[config.mk]
export PLATFORM = sky130hd
export DESIGN_NAME = bcd_display_scan
export DESIGN_NICKNAME = d
export VERILOG_FILES = /design/src/rtl/bcd_disp_pkg.sv /design/src/rtl/seg7_decode.sv /design/src/rtl/bcd_display_scan.sv
export SDC_FILE = /design/constraint.sdc
export NUM_CORES = 1
export LEC_CHECK = 0
export ABC_AREA = 1
export BUFFER_PORTS_ARGS = -buffer_cell sky130_fd_sc_hd__buf_2
export CAP_MARGIN = 25
export CORE_UTILIZATION = 30
export CTS_CLUSTER_DIAMETER = 50
export DETAILED_ROUTE_END_ITERATION = 6
export RECOVER_POWER = 50
export SLEW_MARGIN = 15
export SYNTH_ARGS = -nofsm -noshare
export SYNTH_HDL_FRONTEND = slang
export SYNTH_SLANG_ARGS = --single-unit
[constraint.sdc]
create_clock -name clk -period 3.3 [get_ports clk]
set_input_delay 0.33 -clock clk [delete_from_list [all_inputs] [get_ports clk]]
set_output_delay 0.33 -clock clk [all_outputs]
set_load 0.02 [all_outputs]
[src/rtl/bcd_disp_pkg.sv]
// Shared constants for the 3-digit multiplexed 7-segment scanner.
// Glyphs are active-high, ordered {g,f,e,d,c,b,a}.
package bcd_disp_pkg;

    localparam logic [6:0] SEG_0    = 7'h3F;
    localparam logic [6:0] SEG_1    = 7'h06;
    localparam logic [6:0] SEG_2    = 7'h5B;
    localparam logic [6:0] SEG_3    = 7'h4F;
    localparam logic [6:0] SEG_4    = 7'h66;
    localparam logic [6:0] SEG_5    = 7'h6D;
    localparam logic [6:0] SEG_6    = 7'h7D;
    localparam logic [6:0] SEG_7    = 7'h07;
    localparam logic [6:0] SEG_8    = 7'h7F;
    localparam logic [6:0] SEG_9    = 7'h6F;
    localparam logic [6:0] SEG_DASH = 7'h40;
    localparam logic [6:0] SEG_OFF  = 7'h00;

    typedef enum logic {
        ST_BLANK = 1'b0,
        ST_ON    = 1'b1
    } slot_state_e;

    localparam logic [1:0] IDX_UNITS    = 2'd0;
    localparam logic [1:0] IDX_TENS     = 2'd1;
    localparam logic [1:0] IDX_HUNDREDS = 2'd2;

    // Any non-BCD code renders as a dash; this one is used to force it.
    localparam logic [3:0] DIGIT_DASH = 4'hF;

endpackage

[src/rtl/seg7_decode.sv]
// BCD digit to active-high 7-segment glyph; codes above 9 render as a dash.
module seg7_decode
    import bcd_disp_pkg::*;
(
    input  logic [3:0] digit,
    input  logic       blank,
    output logic [6:0] glyph
);

    always_comb begin
        glyph = SEG_DASH;
        if (blank) begin
            glyph = SEG_OFF;
        end else begin
            case (digit)
                4'd0:    glyph = SEG_0;
                4'd1:    glyph = SEG_1;
                4'd2:    glyph = SEG_2;
                4'd3:    glyph = SEG_3;
                4'd4:    glyph = SEG_4;
                4'd5:    glyph = SEG_5;
                4'd6:    glyph = SEG_6;
                4'd7:    glyph = SEG_7;
                4'd8:    glyph = SEG_8;
                4'd9:    glyph = SEG_9;
                default: glyph = SEG_DASH;
            endcase
        end
    end

endmodule

[src/rtl/bcd_display_scan.sv]
// 3-digit multiplexed common-anode display driver: shadow/display double buffering,
// per-slot anti-ghost blanking and leading-zero suppression; all outputs registered.
module bcd_display_scan
    import bcd_disp_pkg::*;
#(
    parameter int unsigned SLOT_CYCLES    = 1000,
    parameter int unsigned BLANK_CYCLES   = 16,
    parameter bit          SEG_ACTIVE_LOW = 1'b1,
    parameter bit          AN_ACTIVE_LOW  = 1'b1,
    parameter bit          LZ_BLANK       = 1'b1
) (
    input  logic       clk,
    input  logic       rst_n,
    input  logic       load,
    input  logic [3:0] units,
    input  logic [3:0] tens,
    input  logic [1:0] hundreds,
    output logic [6:0] seg,
    output logic       dp,
    output logic [2:0] an,
    output logic       frame_tick
);

    localparam int unsigned      CNT_W    = $clog2(SLOT_CYCLES);
    localparam logic [CNT_W-1:0] CNT_LAST = CNT_W'(SLOT_CYCLES - 1);
    localparam logic [CNT_W-1:0] CNT_ON   = CNT_W'(BLANK_CYCLES);
    localparam logic [6:0]       SEG_RST  = SEG_ACTIVE_LOW ? ~SEG_OFF : SEG_OFF;
    localparam logic [2:0]       AN_RST   = AN_ACTIVE_LOW ? 3'b111 : 3'b000;
    localparam logic             DP_RST   = SEG_ACTIVE_LOW;

    logic [CNT_W-1:0] cnt_q, cnt_d;
    logic [1:0]       idx_q, idx_d;
    slot_state_e      state_q, state_d;

    logic [3:0] shadow_u_q, shadow_u_d, shadow_t_q, shadow_t_d;
    logic [1:0] shadow_h_q, shadow_h_d;
    logic       pending_q, pending_d;
    logic [3:0] disp_u_q, disp_u_d, disp_t_q, disp_t_d;
    logic [1:0] disp_h_q, disp_h_d;

    logic [6:0] seg_q, seg_d;
    logic [2:0] an_q, an_d;
    logic       dp_q, dp_d;
    logic       tick_q, tick_d;

    logic       cnt_wrap;
    logic       boundary;
    logic [3:0] dec_digit;
    logic       dec_blank;
    logic [6:0] glyph;
    logic [2:0] an_onehot;

    // Slot counter, digit index and the BLANK/ON slot FSM.
    always_comb begin
        cnt_wrap = (cnt_q == CNT_LAST);
        boundary = cnt_wrap && (idx_q == IDX_HUNDREDS);
        cnt_d    = cnt_wrap ? '0 : cnt_q + 1'b1;
        idx_d    = idx_q;
        if (cnt_wrap) begin
            idx_d = (idx_q >= IDX_HUNDREDS) ? IDX_UNITS : idx_q + 2'd1;
        end
        state_d = (cnt_d >= CNT_ON) ? ST_ON : ST_BLANK;
    end

    // Display only changes at the frame boundary; a load on that same cycle
    // lands in the shadow and waits for the following frame.
    always_comb begin
        shadow_u_d = shadow_u_q;
        shadow_t_d = shadow_t_q;
        shadow_h_d = shadow_h_q;
        disp_u_d   = disp_u_q;
        disp_t_d   = disp_t_q;
        disp_h_d   = disp_h_q;
        pending_d  = pending_q && !boundary;
        if (boundary && pending_q) begin
            disp_u_d = shadow_u_q;
            disp_t_d = shadow_t_q;
            disp_h_d = shadow_h_q;
        end
        if (load) begin
            shadow_u_d = units;
            shadow_t_d = tens;
            shadow_h_d = hundreds;
            pending_d  = 1'b1;
        end
    end

    // Digit select with leading-zero suppression; a dash digit is never zero.
    always_comb begin
        dec_digit = disp_u_q;
        dec_blank = 1'b0;
        case (idx_q)
            IDX_UNITS: begin
                dec_digit = disp_u_q;
                dec_blank = 1'b0;
            end
            IDX_TENS: begin
                dec_digit = disp_t_q;
                dec_blank = LZ_BLANK && (disp_h_q == 2'd0) && (disp_t_q == 4'd0);
            end
            default: begin
                dec_digit = (disp_h_q == 2'd3) ? DIGIT_DASH : {2'b00, disp_h_q};
                dec_blank = LZ_BLANK && (disp_h_q == 2'd0);
            end
        endcase
        if (state_q == ST_BLANK) begin
            dec_blank = 1'b1;
        end
    end

    seg7_decode u_decode (
        .digit (dec_digit),
        .blank (dec_blank),
        .glyph (glyph)
    );

    // Polarity is applied here only; everything upstream is active-high.
    always_comb begin
        an_onehot = (state_q == ST_ON) ? (3'b001 << idx_q) : 3'b000;
        an_d      = AN_ACTIVE_LOW ? ~an_onehot : an_onehot;
        seg_d     = SEG_ACTIVE_LOW ? ~glyph : glyph;
        dp_d      = DP_RST;
        tick_d    = boundary;
    end

    always_ff @(posedge clk or negedge rst_n) begin
        if (!rst_n) begin
            cnt_q      <= '0;
            idx_q      <= IDX_UNITS;
            state_q    <= ST_BLANK;
            shadow_u_q <= '0;
            shadow_t_q <= '0;
            shadow_h_q <= '0;
            pending_q  <= 1'b0;
            disp_u_q   <= '0;
            disp_t_q   <= '0;
            disp_h_q   <= '0;
            seg_q      <= SEG_RST;
            an_q       <= AN_RST;
            dp_q       <= DP_RST;
            tick_q     <= 1'b0;
        end else begin
            cnt_q      <= cnt_d;
            idx_q      <= idx_d;
            state_q    <= state_d;
            shadow_u_q <= shadow_u_d;
            shadow_t_q <= shadow_t_d;
            shadow_h_q <= shadow_h_d;
            pending_q  <= pending_d;
            disp_u_q   <= disp_u_d;
            disp_t_q   <= disp_t_d;
            disp_h_q   <= disp_h_d;
            seg_q      <= seg_d;
            an_q       <= an_d;
            dp_q       <= dp_d;
            tick_q     <= tick_d;
        end
    end

    assign seg        = seg_q;
    assign an         = an_q;
    assign dp         = dp_q;
    assign frame_tick = tick_q;

endmodule

# After elaboration in Yosys (flattened, before gate mapping)
# Memory sizes are Yosys's and may differ from the RTL's.
# Index checks and enable logic that the tools add are counted.
totals:
  memories: 1
  register_bits: 45
  elab_cells: 43
  in_bits: 13
  out_inout_bits: 12
  romBits: 112
memory_table:
  columns: ["memory", "words", "word_bits", "rd", "rd_clocked_by_memory_dff", "write_ports", "line_no", "rtl"]
  rows:
  - ["(name not given)", 16, 7, 1, 0, 0, "seg7_decode.sv:15", "case (digit)"]
classes:
  n_addsub: 2
  n_eq_ne: 4
  n_mux: 10
  bitwise: 2
  shifts: 1
  n_reduce_logical: 8
  n_lt_le_gt_ge: 2
op_table:
  columns: ["op", "n"]
  rows:
  - ["adder 10 x 1 -> 10 bit (second input constant)", 1]
  - ["equality test 10 bit (second input constant)", 1]
  - [">= comparator 10 x 5 -> 1 bit (second input constant)", 1]
  - ["two-way mux 10 bit", 1]
  - ["one-hot mux 4 bit (2 select lines)", 1]
  - ["two-way mux 7 bit", 1]
  - ["NOT 7 bit", 1]
  - ["equality test 2 bit (second input constant)", 2]
  - ["logical AND 1 bit", 4]
  - ["zero test 2 bit", 2]
  - ["zero test 4 bit", 1]
  - ["two-way mux 4 bit", 1]
  - ["two-way mux 1 bit", 3]
  - ["two-way mux 3 bit", 1]
  - ["NOT 3 bit", 1]
  - ["left shift 1 x 2 -> 3 bit (first input constant)", 1]
  - ["adder 2 x 1 -> 2 bit (second input constant)", 1]
  - ["equality test 2 x 1 -> 1 bit (second input constant)", 1]
  - [">= comparator 2 bit (second input constant)", 1]
  - ["two-way mux 2 bit", 1]
  - ["one-hot mux 1 bit (2 select lines)", 1]
  - ["zero test 1 bit", 1]

# Depth between registers and ports, before layout
# Gate-level depths: netlist of run 1.
depth:
  word_depth: 6
  ltp_mapped: 10
  depth_no_buf: 10

# By module
# Synthesis of run 1 repeated with hierarchy kept, for this count alone.
unflattened:
  cells_unflattened: 252
  hier_area_um2: 2225.9
by_module_without_submodules:
  columns: ["module", "instances", "area_each_um2", "seq_area_each_um2", "cells_each"]
  rows:
  - ["bcd_display_scan", 1, 2019.4, 1138.6, 215]
  - ["seg7_decode", 1, 206.4, 0.0, 37]

# Least setup slack after synthesis of run 1
# No wires, ideal clock.
synth_timing:
  kind: "register -> register"
  start: "register idx_q[1]"
  end: "register seg_q[3], in the netlist seg[3]"
  required_time_ns: 3.199
  n_path_buf: 0
  slack_ns: 1.708
  path_stages_with_launch: 9
  synth_period_minus_slack_ns: 1.592
  setup_ns: 0.101
  t_arrival_ns: 1.491
  cell_sequence: "dfrtp_1 -> nor2_1 -> nand2_1 -> nand3_1 -> inv_1 -> ha_1 -> nand3b_1 -> nand3_1 -> nand3_1"
synth_between:
  elab_chain_cells: 5
  word_cells_on_any_way: 8
  classes_between: "eq/ne (1); mux (4); bitwise (1); reduce/logical (1); memory (1)"
synth_lines:
  columns: ["item", "line_no", "rtl"]
  rows:
  - ["start: declaration", "bcd_display_scan.sv:32", "logic [1:0] idx_q, idx_d;"]
  - ["start signal: assignment", "bcd_display_scan.sv:144", "idx_q <= idx_d;"]
  - ["equality test 2 x 1 -> 1 bit or zero test 2 bit (tied branches)", "bcd_display_scan.sv:92", "case (idx_q)"]
  - ["one-hot mux 4 bit (2 select lines) or one-hot mux 1 bit (2 select lines) (tied branches)", "bcd_display_scan.sv:92", null]
  - ["memory (16 x 7 bit) or two-way mux 1 bit (tied branches)", null, null]
  - ["two-way mux 7 bit (*)", "seg7_decode.sv:12", "if (blank) begin"]
  - ["NOT 7 bit (*)", "bcd_display_scan.sv:121", "seg_d = SEG_ACTIVE_LOW ? ~glyph : glyph;"]
  - ["named net seg_d[3]", "bcd_display_scan.sv:41", "logic [6:0] seg_q, seg_d;"]
  - ["end signal: assignment", "bcd_display_scan.sv:153", "seg_q <= seg_d;"]
  - ["end: declaration", "bcd_display_scan.sv:41", null]
# Mark *: on every way through the listed nets, which the timed path passes. The rest lies on a longest branch.
# A chain may end at the register's enable or synchronous reset.

# Final worst setup path of run 1
layout_timing:
  start: "register cnt_q[0]"
  end: "register disp_u_q[1]"
layout_between:
  elab_chain_cells: 3
layout_lines:
  columns: ["item", "line_no", "rtl"]
  rows:
  - ["start: declaration", "bcd_display_scan.sv:31", "logic [CNT_W-1:0] cnt_q, cnt_d;"]
  - ["start signal: assignment", "bcd_display_scan.sv:143", "cnt_q <= cnt_d;"]
  - ["equality test 10 bit", "bcd_display_scan.sv:55", "cnt_wrap = (cnt_q == CNT_LAST);"]
  - ["logical AND 1 bit", "bcd_display_scan.sv:56", "boundary = cnt_wrap && (idx_q == IDX_HUNDREDS);"]
  - ["logical AND 1 bit", "bcd_display_scan.sv:75", "if (boundary && pending_q) begin"]
  - ["end signal: assignment", "bcd_display_scan.sv:150", "disp_u_q <= disp_u_d;"]
  - ["end: declaration", "bcd_display_scan.sv:38", "logic [3:0] disp_u_q, disp_u_d, disp_t_q, disp_t_d;"]
# Every way passes these cells.

==> metrics.md, run 1 <==
| Metric | Value |
|---|---|
| Setup repair after global routing missed its margin | false |
| Largest cells by area after synthesis | sky130_fd_sc_hd__dfrtp_1, sky130_fd_sc_hd__dfstp_2, sky130_fd_sc_hd__nand2_1, sky130_fd_sc_hd__inv_1, sky130_fd_sc_hd__nand3_1 |
| Startpoint of the worst-slack reg-to-reg timing path | cnt_q[0]$_DFF_PN0_ |
| Die height | 87.4 µm |
| Wire length per cell | 10.0 µm |
| Clock buffers created by TritonCTS | 5 |
| Post-synthesis async set-or-reset flop share | 100% |
| First-pass GRT wire length | 6440 µm |
| First-pass DRT Iterations | 4 |
| Clock transition at the registers of the reported paths | 0.10 ns |
| Average via count per standard cell | 4.19 |
| Setup TNS | 0 ns |
| Synthesized-area fraction occupied by and/or/nand/nor cells | 23.3% |
| Width of the die | 87.4 µm |
| Switching power of the nets | 217 µW |
| Share of Yosys cell area claimed by the top area cell type | 40.0% |
| Synthesized instance count | 238 |
| Cells along the critical path | ha_1 -> nand2_1 -> nor2_1 -> nand3_2 -> nor3_4 -> nand2_1 -> o21ai_2 |
| Std-Cell Rows | 30 |
| Number of fill cells in the layout | 739 |
| Clock network power share | 36.2% |
| Number of input and output port buffers inserted | 23 |
| FF-to-FF path depth | 7 |
| Post-Syn Area | 2190 µm² |
| Total die area | 7640 µm² |
| Critical register-to-register path endpoint | disp_u_q[1]$_DFFE_PN0P_ |
| Syn avg cell area | 9.19 µm² |
| Most instantiated cells after synthesis | sky130_fd_sc_hd__nand2_1, sky130_fd_sc_hd__inv_1, sky130_fd_sc_hd__dfrtp_1 |
| Max transition margin | 34.5% |
| Placeable core region | 6910 µm² |
| Layout cell share with drive strength beyond 1 | 25.1% |
| Synth Area in Adders | 4.00% |
| Number of failing setup endpoints in the final timing report | 0 |
| Vias in the first global route | 1,420 |
| Maximum fanout count along the critical path | 20 |
| IR drop worst, VDD | 0.190 mV |
| Count of final max-slew check failures | 0 |
| Critical path class | reg2reg |
| Synth-to-layout area growth | 14.4% |
| Instance area at placement | 2390 µm² |
| Origin of the worst min-delay path | hundreds[1] |
| Total number of vias | 1,521 |
| GRT Util Overall | 10.8% |
| Lkg Pwr | 1.30 nW |
| Cell depth of the worst min-delay path | 2 |
| Sequential element share of the synthesized area | 52.1% |
| Peak per-stage delay on the critical path | 0.69 ns |
| Total of cells resized after clock tree synthesis | 0 |
| Run status | finished, final reports clean |
| Endpoint with the worst hold slack | shadow_h_q[1]$_DFFE_PN0P_ |
| Residual overflow from global routing | 0 |
| CTS sink count | 45 |
| Largest family of logic cells by synthesized area | simple AND/OR/NAND/NOR gates |
| Top FF cell, synth | sky130_fd_sc_hd__dfrtp_1 |
| Final worst-path cycle share | 61.1% |
| Setup Skew | 0.0146 ns |
| Yosys top cell by area | sky130_fd_sc_hd__dfrtp_1 |
| Starting density of the core | 31.7% |
| Critical path's most frequent cell | sky130_fd_sc_hd__nand2_1 |
| Final non-filler cell area | 2500 µm² |
| Final routed wirelength across all metal layers | 3650 µm |
| Worst Hold Class | in2reg |
| Ports placed on the boundary | 25 |
| Sort of element at the end of the critical path | flop |
| Multiplexer area fraction after synthesis | 5.15% |
| Final hold violation count | 0 |
| Net total in the final layout | 286 |
| Most instantiated library cell after synthesis | sky130_fd_sc_hd__nand2_1 |
| Pin count of the biggest net entering global routing | 46 |
| Register bit total from synthesis | 45 |
| Worst slack on hold paths | 0.248 ns |
| Final min period | 2.02 ns |
| Slowest CP cell | sky130_fd_sc_hd__nor3_4 |
| Clock tree from TritonCTS | done |
| Yosys warning count | 0 |
| Final HPWL from detailed placement | 2680 µm |
| Post-synthesis xor/xnor area fraction | 0.801% |
| Net Sw Frac | 22.8% |
| Startpoint class of the critical path | flop |
| Fraction of the mapped netlist area in compound gates | 6.41% |
| Total internal power | 735 µW |
| Arrival time at the worst endpoint | 2.24 ns |
| Total nets after synthesis | 258 |
| Initial antenna violation count | 0 |
| Total Power | 952 µW |
| Maximum buffer depth of the clock tree | 2 |
| Final Wtd Congestion | 0.810 |
| Number of antenna repair diodes | 0 |
| Remaining antenna violation count after routing | 0 |
| Share of total power in combinational logic | 3.9% |
| Critical path required time | 3.53 ns |
| Violation count after the first detailed-route iteration | 119 |
| Clock Tree Root | sky130_fd_sc_hd__clkbuf_8 |
| EDFF count, synth | 0 |
| Library cells used by synthesis | 28 |
| Count of maximum capacitance violations | 0 |
| Reg-to-reg setup timing slack | 1.28 ns |
| CTS H-Tree Depth | 2 |
| Achievable Freq | 496 MHz |
| DRC errors left | 0 |
| Share of power burned in registers | 59.9% |
| Transition time of the tightest slew-check pin | 0.983 ns |
| Source-to-sink clock delay at the later pin of the worst-skew pair | 0.30 ns |
| Power Density | 381 nW/µm² |
## flip-flops by register name, summed over array words and instances, names as in the netlist, 2 cells and up
| signal | flops |
|---|---|
| cnt_q | 10 |
| an | 3 |
| disp_h_q | 2 |
| seg | 7 |
| disp_u_q | 4 |
| idx_q | 2 |
| shadow_h_q | 2 |
| disp_t_q | 4 |
| shadow_u_q | 4 |
| shadow_t_q | 4 |
## critical path: cells and delay by family (launching register included)
kind                       cells  cell delay (ns)
adders and majority gates      1             0.18
and+or+nand+nor                5             1.27
DFF                            1             0.40
AOI/OAI and AO/OA              1             0.09
## through the flow
step / utilization, % / instances / setup slack [ns]
finish: 36.2 / 363 / 1.28
global route: 36.2 / 363 / 1.01
CTS: 35.9 / 361 / 1.27
detailed placement: 34.6 / 353 / 1.29
global placement: 34.6 / 353 / 1.36
floorplan: - / 238 / 1.71
## layer usage
layer,part of all wire (%),GRT usage [%],vias up
met1,53,15.9,679
li1,-,-,796
met5,0,0,-
met4,1.2,3.58,0
met2,40,15.1,41
met3,5.4,3.03,5
## cell type report
class / count / area, µm² / area share [%]
Clock buffer: 5 / 68.8 / 2.75
Tap cell: 96 / 120 / 4.80
Timing Repair Buffer: 25 / 143 / 5.70
Sequential cell: 45 / 1140 / 45.5
Clock inverter: 3 / 25.0 / 1.00
Multi-Input combinational cell: 151 / 863 / 34.5
Inverter: 38 / 143 / 5.70
## logic make-up after synthesis
family          Yosys count
fa+ha+maj                 7
other cells               1
xor+xnor                  2
buf+inv                  42
simple gates            112
mux                      10
flops                    45
compound gates           19
## power groups by stage
stage	Clock, mW	Sequential [mW]	Combinational, mW
final	0.345	0.570	0.0367
after global routing	0.379	0.572	0.0421
after CTS	0.360	0.571	0.0349
after detailed placement	0	0.581	0.0348
after global placement	0	0.581	0.0344
after floorplan	0	0.579	0.0167
## layout by cell type, fill, tap and decap left out, drive strengths merged, types with 2 or more instances in the layout
| master | count |
|---|---|
| a21oi | 2 |
| o21ai | 14 |
| buf | 22 |
| ha | 7 |
| nor3 | 2 |
| dfstp | 10 |
| nor2 | 24 |
| dfrtp | 35 |
| o21bai | 2 |
| xor2 | 2 |
| nand2 | 56 |
| clkbuf | 7 |
| inv | 39 |
| mux2 | 10 |
| nand3 | 25 |
| nand3b | 3 |
## worst max path at each step
stage / from / to / slack, ns
after global placement: cnt_q[0]$_DFF_PN0_ / disp_h_q[0]$_DFFE_PN0P_ / 1.36
after CTS: cnt_q[0]$_DFF_PN0_ / disp_u_q[2]$_DFFE_PN0P_ / 1.27
after global routing: cnt_q[0]$_DFF_PN0_ / disp_t_q[0]$_DFFE_PN0P_ / 1.01
final: cnt_q[0]$_DFF_PN0_ / disp_u_q[1]$_DFFE_PN0P_ / 1.28
after detailed placement: cnt_q[0]$_DFF_PN0_ / disp_u_q[2]$_DFFE_PN0P_ / 1.29
after floorplan: idx_q[1]$_DFFE_PN0N_ / seg[3]$_DFF_PN1_ / 1.71
## what timing repair did
action,4_1_cts,5_1_grt
endpoints found under the hold margin,0,15
buffers inserted,0,0
hold buffers,0,1
Note: power is estimated with default switching activity, not from simulation.
==> run 2: changes to the inputs <==
==> constraint.sdc (replaced) <==
create_clock -name clk -period 1.65 [get_ports clk]
set_input_delay 0.165 -clock clk [delete_from_list [all_inputs] [get_ports clk]]
set_output_delay 0.165 -clock clk [all_outputs]
set_load 0.02 [all_outputs]
==> metrics.md, run 2 (same netlist as run 1, synthesis figures left out) <==
| Metric | Value |
|---|---|
| Clock buffers created by TritonCTS | 5 (unchanged) |
| Layout cell share with drive strength beyond 1 | 31.3% (+6.2 points) |
| Final worst-path cycle share | 95.0% (+34 points) |
| CTS sink count | 45 (unchanged) |
| Maximum buffer depth of the clock tree | 2 (unchanged) |
| Smallest setup slack after layout | 0.0823 ns (-1.20 ns) |
| Std-Cell Rows | 30 (unchanged) |
| Most frequent standard cell in the layout excluding fill and tap cells | sky130_fd_sc_hd__nand2_1 |
| DRC errors left | 0 (unchanged) |
| GRT Util Overall | 11.1% (+0.24 points) |
| Starting density of the core | 31.7% (unchanged) |
| First-pass DRT Iterations | 4 (unchanged) |
| Total Power | 1.89 mW (+98%) |
| Worst Hold Class | in2reg |
| Number of fill cells in the layout | 727 (-1.6%) |
| Peak per-stage delay on the critical path | 0.46 ns (-0.23 ns) |
| Vias in the first global route | 1,444 (+1.7%) |
| Average via count per standard cell | 4.23 (+0.89%) |
| Count of maximum capacitance violations | 0 (unchanged) |
| Setup Skew | 0.00260 ns (-0.0120 ns) |
| Startpoint class of the critical path | flop |
| Total number of vias | 1,581 (+3.9%) |
| CTS H-Tree Depth | 2 (unchanged) |
| DP Worst Slack | 0.0155 ns (-1.27 ns) |
| Final min period | 1.57 ns (-0.449 ns) |
| Synth-to-layout area growth | 19.5% |
| Count of final max-slew check failures | 0 (unchanged) |
| Multi-input logic area | 878 µm² (+1.7%) |
| Width of the die | 87.4 µm (unchanged) |
| Critical path class | reg2reg |
| Final HPWL from detailed placement | 2840 µm (+6.0%) |
| Source-to-sink clock delay at the later pin of the worst-skew pair | 0.29 ns (about the same) |
| Initial antenna violation count | 0 (unchanged) |
| Largest register by flop count | cnt_q |
| Number of failing setup endpoints in the final timing report | 0 (unchanged) |
| Share of the core filled with cells | 37.8% (+1.6 points) |
| Pin count of the biggest net entering global routing | 27 (-41%) |
| Ports placed on the boundary | 25 (unchanged) |
| Critical path's most frequent cell | sky130_fd_sc_hd__nand3_1 |
| Number of flip-flops under the largest register name | 10 (unchanged) |
| Share of total power in combinational logic | 3.9% (about the same) |
| Cells along the critical path | nor2_1 -> nand2_1 -> nand3_1 -> inv_1 -> ha_1 -> nand3b_1 -> nand3_1 -> nand3_1 |
| Commonest non-fill, non-tap cells in the layout | sky130_fd_sc_hd__nand2_1, sky130_fd_sc_hd__inv_1, sky130_fd_sc_hd__dfrtp_1 |
| Register Area | 1140 µm² (+0.22%) |
| Clock Tree Root | sky130_fd_sc_hd__clkbuf_8 |
| Number of input and output port buffers inserted | 23 (unchanged) |
| Total die area | 7640 µm² (unchanged) |
| Clock network power share | 35.6% (-0.6 points) |
| Transition time of the tightest slew-check pin | 1.12 ns (+0.140 ns) |
| Wire length per cell | 10.0 µm (-0.41%) |
| IR drop worst, VDD | 0.315 mV (+65%) |
| Net Sw Frac | 22.3% (-0.47 points) |
| Switching power of the nets | 420 µW (+94%) |
| Clock transition at the registers of the reported paths | 0.08 ns (-0.02 ns) |
| Die height | 87.4 µm (unchanged) |
| Placeable core region | 6910 µm² (unchanged) |
| First-pass GRT wire length | 6470 µm (+0.33%) |
| Total placed cells including tap cells | 361 (+2.3%) |
| Arrival time at the worst endpoint | 1.79 ns (-0.45 ns) |
| Remaining antenna violation count after routing | 0 (unchanged) |
| Net total in the final layout | 297 (+3.8%) |
| Achievable Freq | 638 MHz (+29%) |
| Residual overflow from global routing | 0 (unchanged) |
| Final routed wirelength across all metal layers | 3740 µm (+2.6%) |
| Power Density | 722 nW/µm² (+90%) |
| Total internal power | 1.47 mW (+99%) |
| Reg-to-reg setup timing slack | 0.08 ns (-1.20 ns) |
| Final Wtd Congestion | 0.869 (+7.2%) |
| Final hold violation count | 0 (unchanged) |
| Sort of element at the end of the critical path | flop |
| Cell Count, Final, Fillers Out | 374 (+3.0%) |
| Violation count after the first detailed-route iteration | 50 (-58%) |
| Slowest CP cell | sky130_fd_sc_hd__dfrtp_2 |
| Number of antenna repair diodes | 0 (unchanged) |
| Lkg Pwr | 1.35 nW (+4.0%) |
| Clock tree from TritonCTS | done |
| Maximum fanout count along the critical path | 4 (-80%) |
| Max transition margin | 25.1% (-9.4 points) |
| Run status | finished, final reports clean |
| Share of power burned in registers | 60.5% (+0.6 points) |
| Critical path required time | 1.87 ns (-1.66 ns) |
[run 2: cell count changes in the layout (fill, tap and decap cells not counted), moves of 2 or more]
cell / previous run / this run
sky130_fd_sc_hd__buf_4: 0 / 10
sky130_fd_sc_hd__dfrtp_1: 35 / 33
sky130_fd_sc_hd__inv_1: 38 / 36
sky130_fd_sc_hd__nor2_1: 22 / 18
sky130_fd_sc_hd__dfrtp_2: 0 / 2
sky130_fd_sc_hd__nor2_2: 1 / 4
[run 2: through the flow]
step / hold WS, ns / cell area, µm² / TNS (ns)
after floorplan: -0.131 / 2190 / 0
after global placement: 0.148 / 2470 / 0
after detailed placement: 0.148 / 2470 / 0
after CTS: 0.0843 / 2580 / 0
after global routing: 0.0846 / 2610 / -0.00363
final: 0.0985 / 2610 / 0
[run 2: critical path: cells and delay by family, from the launching register on]
kind | cells | cell delay, ns
AND/OR/NAND/NOR | 6 | 0.69
flip-flops | 1 | 0.46
adder cells (fa/ha/maj) | 1 | 0.28
buffers and inverters | 1 | 0.08
[run 2: final timing paths]
path,cells after the start,startpoint,to
min in group asynchronous,2,rst_n,cnt_q[5]$_DFF_PN0_
min,2,units[2],shadow_u_q[2]$_DFFE_PN0P_
max in group asynchronous,3,rst_n,seg[4]$_DFF_PN1_
max,8,idx_q[1]$_DFFE_PN0N_,seg[3]$_DFF_PN1_
min reg2reg,1,state_q$_DFF_PN0_,an[1]$_DFF_PN1_
max reg2reg,8,idx_q[1]$_DFFE_PN0N_,seg[3]$_DFF_PN1_
[run 2: power groups by stage]
stage / Clock (mW) / Sequential [mW] / Combinational, mW
after global placement: 0 / 1.16 / 0.0742
after CTS: 0.708 / 1.14 / 0.0770
after global routing: 0.756 / 1.14 / 0.0843
final: 0.672 / 1.14 / 0.0733
after floorplan: 0 / 1.16 / 0.0334
after detailed placement: 0 / 1.16 / 0.0751
[run 2: area by class of cell]
type / instances / share of cell area, %
clock buffer: 5 / 2.63
inverter: 38 / 5.55
tap: 96 / 4.60
sequential: 45 / 43.7
multi-input combinational: 151 / 33.6
clock inverter: 3 / 0.814
timing repair buffer: 36 / 9.14
[run 2: routing by layer]
metal,global-route usage (%),wire length [µm],up-vias
met5,0,0,-
met4,4.47,34,0
met3,2.84,150,2
met2,16.5,1610,34
met1,15.2,1950,725
li1,-,-,820
[run 2: timing repair]
action	in CTS	in global routing
resized for setup	0	9
pin swaps	1	4
hold buffers	1	0
hold endpoints to repair	10	0
setup endpoints to repair	1	17
buffers inserted	1	3
==> run 3: changes to the inputs <==
--- a/config.mk
+++ b/config.mk
@@ -11,8 +11,10 @@
 export CORE_UTILIZATION = 30
 export CTS_CLUSTER_DIAMETER = 50
 export DETAILED_ROUTE_END_ITERATION = 6
-export RECOVER_POWER = 50
+export GPL_TIMING_DRIVEN = 1
+export RECOVER_POWER = 25
 export SLEW_MARGIN = 15
 export SYNTH_ARGS = -nofsm -noshare
 export SYNTH_HDL_FRONTEND = slang
 export SYNTH_SLANG_ARGS = --single-unit
+export TNS_END_PERCENT = 20
==> metrics.md, run 3 (same netlist as run 1, synthesis figures left out) <==
| Metric | Value |
|---|---|
| Source-to-sink clock delay at the later pin of the worst-skew pair | 0.29 ns (about the same) |
| Achievable Freq | 638 MHz (about the same) |
| Setup Skew | 0.00271 ns (+0.000110 ns) |
| Most frequent standard cell in the layout excluding fill and tap cells | sky130_fd_sc_hd__nand2_1 |
| Vias in the first global route | 1,444 (unchanged) |
| Net total in the final layout | 297 (unchanged) |
| Run status | finished, final reports clean |
| Die height | 87.4 µm (unchanged) |
| Power Density | 721 nW/µm² (about the same) |
| Final hold violation count | 0 (unchanged) |
| Wire length per cell | 10.0 µm (unchanged) |
| Clock transition at the registers of the reported paths | 0.08 ns (about the same) |
| Final worst-path cycle share | 95.0% (about the same) |
| Violation count after the first detailed-route iteration | 58 (+16%) |
| Clock Tree Root | sky130_fd_sc_hd__clkbuf_8 |
| Average via count per standard cell | 4.21 (-0.32%) |
| Placeable core region | 6910 µm² (unchanged) |
| Clock tree from TritonCTS | done |
| DP Worst Slack | 0.0155 ns (unchanged) |
| Layout cell share with drive strength beyond 1 | 31.7% (+0.36 points) |
| GRT Util Overall | 11.1% (unchanged) |
| Number of fill cells in the layout | 726 (-0.14%) |
| Count of maximum capacitance violations | 0 (unchanged) |
| Initial antenna violation count | 0 (unchanged) |
| Final routed wirelength across all metal layers | 3740 µm (unchanged) |
| Smallest setup slack after layout | 0.0821 ns (-0.000208 ns) |
| Clock buffers created by TritonCTS | 5 (unchanged) |
| Commonest non-fill, non-tap cells in the layout | sky130_fd_sc_hd__nand2_1, sky130_fd_sc_hd__inv_1, sky130_fd_sc_hd__dfrtp_1 |
| Startpoint class of the critical path | flop |
| Maximum buffer depth of the clock tree | 2 (unchanged) |
| CTS H-Tree Depth | 2 (unchanged) |
| Register Area | 1140 µm² (unchanged) |
| First-pass DRT Iterations | 4 (unchanged) |
| Pin count of the biggest net entering global routing | 27 (unchanged) |
| Ports placed on the boundary | 25 (unchanged) |
| Number of flip-flops under the largest register name | 10 (unchanged) |
| Worst Hold Class | in2reg |
| Final HPWL from detailed placement | 2840 µm (unchanged) |
| Width of the die | 87.4 µm (unchanged) |
| Remaining antenna violation count after routing | 0 (unchanged) |
| Peak per-stage delay on the critical path | 0.46 ns (about the same) |
| Multi-input logic area | 881 µm² (+0.28%) |
| Residual overflow from global routing | 0 (unchanged) |
| DRC errors left | 0 (unchanged) |
| Slowest CP cell | sky130_fd_sc_hd__dfrtp_2 |
| Final min period | 1.57 ns (+0.000208 ns) |
| Number of failing setup endpoints in the final timing report | 0 (unchanged) |
| First-pass GRT wire length | 6470 µm (unchanged) |
| IR drop worst, VDD | 0.315 mV (about the same) |
| Number of input and output port buffers inserted | 23 (unchanged) |
| Sort of element at the end of the critical path | flop |
| Synth-to-layout area growth | 19.6% (about the same) |
| Max transition margin | 25.1% (about the same) |
| Critical path required time | 1.87 ns (about the same) |
| Total die area | 7640 µm² (unchanged) |
| Total number of vias | 1,576 (-0.32%) |
| Lkg Pwr | 1.35 nW (about the same) |
| Std-Cell Rows | 30 (unchanged) |
| Critical path class | reg2reg |
| Count of final max-slew check failures | 0 (unchanged) |
| Number of antenna repair diodes | 0 (unchanged) |
| Transition time of the tightest slew-check pin | 1.12 ns (+0.000185 ns) |
| Arrival time at the worst endpoint | 1.79 ns (about the same) |
| Maximum fanout count along the critical path | 4 (unchanged) |
| Total Power | 1.89 mW (about the same) |
| Starting density of the core | 31.7% (unchanged) |
| Cells along the critical path | nor2_1 -> nand2_1 -> nand3_1 -> inv_1 -> ha_1 -> nand3b_1 -> nand3_1 -> nand3_1 |
| CTS sink count | 45 (unchanged) |
| Critical path's most frequent cell | sky130_fd_sc_hd__nand3_1 |
| Final Wtd Congestion | 0.869 (unchanged) |
| Largest register by flop count | cnt_q |
==> run 3: worst max-delay path: cells and delay by family, from the launching register on <==
| family | cells | cell delay (ns) |
|---|---|---|
| simple gates | 6 | 0.69 |
| buf+inv | 1 | 0.08 |
| flops | 1 | 0.46 |
| fa+ha+maj | 1 | 0.28 |
==> run 3: timing repair <==
action	4_1_cts	5_1_grt
hold buffers	1	0
endpoints found under the setup margin	1	17
gates resized for setup	0	9
hold endpoints to repair	10	0
pin swaps	1	4
setup buffers	1	3
==> run 3: per-stage QoR <==
stage,hold WS [ns],instances,TNS [ns],util [%],area [µm²]
final,0.0984,374,0,37.9,2620
after global routing,0.0846,374,-0.00363,37.9,2620
after global placement,0.148,361,0,35.8,2470
after floorplan,-0.131,238,0,-,2190
after detailed placement,0.148,361,0,35.8,2470
after CTS,0.0843,371,0,37.4,2580
==> run 3: worst paths after layout <==
check / startpoint / endpoint / slack (ns) / depth (start not counted)
min in group asynchronous: rst_n / cnt_q[5]$_DFF_PN0_ / 0.61 / 2
max in group asynchronous: rst_n / seg[4]$_DFF_PN1_ / 0.27 / 3
min: units[2] / shadow_u_q[2]$_DFFE_PN0P_ / 0.1 / 2
min reg2reg: state_q$_DFF_PN0_ / an[1]$_DFF_PN1_ / 0.48 / 1
max: idx_q[1]$_DFFE_PN0N_ / seg[3]$_DFF_PN1_ / 0.08 / 8
max reg2reg: idx_q[1]$_DFFE_PN0N_ / seg[3]$_DFF_PN1_ / 0.08 / 8
==> run 3: per-layer routing <==
metal / vias up / track usage [%] / routed length (µm)
met4: 0 / 4.47 / 34
met3: 2 / 2.84 / 149
li1: 820 / - / -
met2: 34 / 16.5 / 1610
met5: - / 0 / 0
met1: 720 / 15.2 / 1950
==> run 3: power breakdown <==
group | switching (mW) | total (mW) | leakage [nW] | internal [mW]
Sequential | 0.0127 | 1.14 | 0.542 | 1.13
Combinational | 0.0359 | 0.0733 | 0.763 | 0.0375
Clock | 0.372 | 0.672 | 0.0445 | 0.300
==> run 3: layout make-up <==
| cell class | count | share of cell area, % |
|---|---|---|
| flip-flops and latches | 45 | 43.6 |
| multi-input cells | 151 | 33.7 |
| clock buffers | 5 | 2.63 |
| well taps | 96 | 4.59 |
| clock inverters | 3 | 0.813 |
| repair buffers | 36 | 9.13 |
| inverters | 38 | 5.55 |
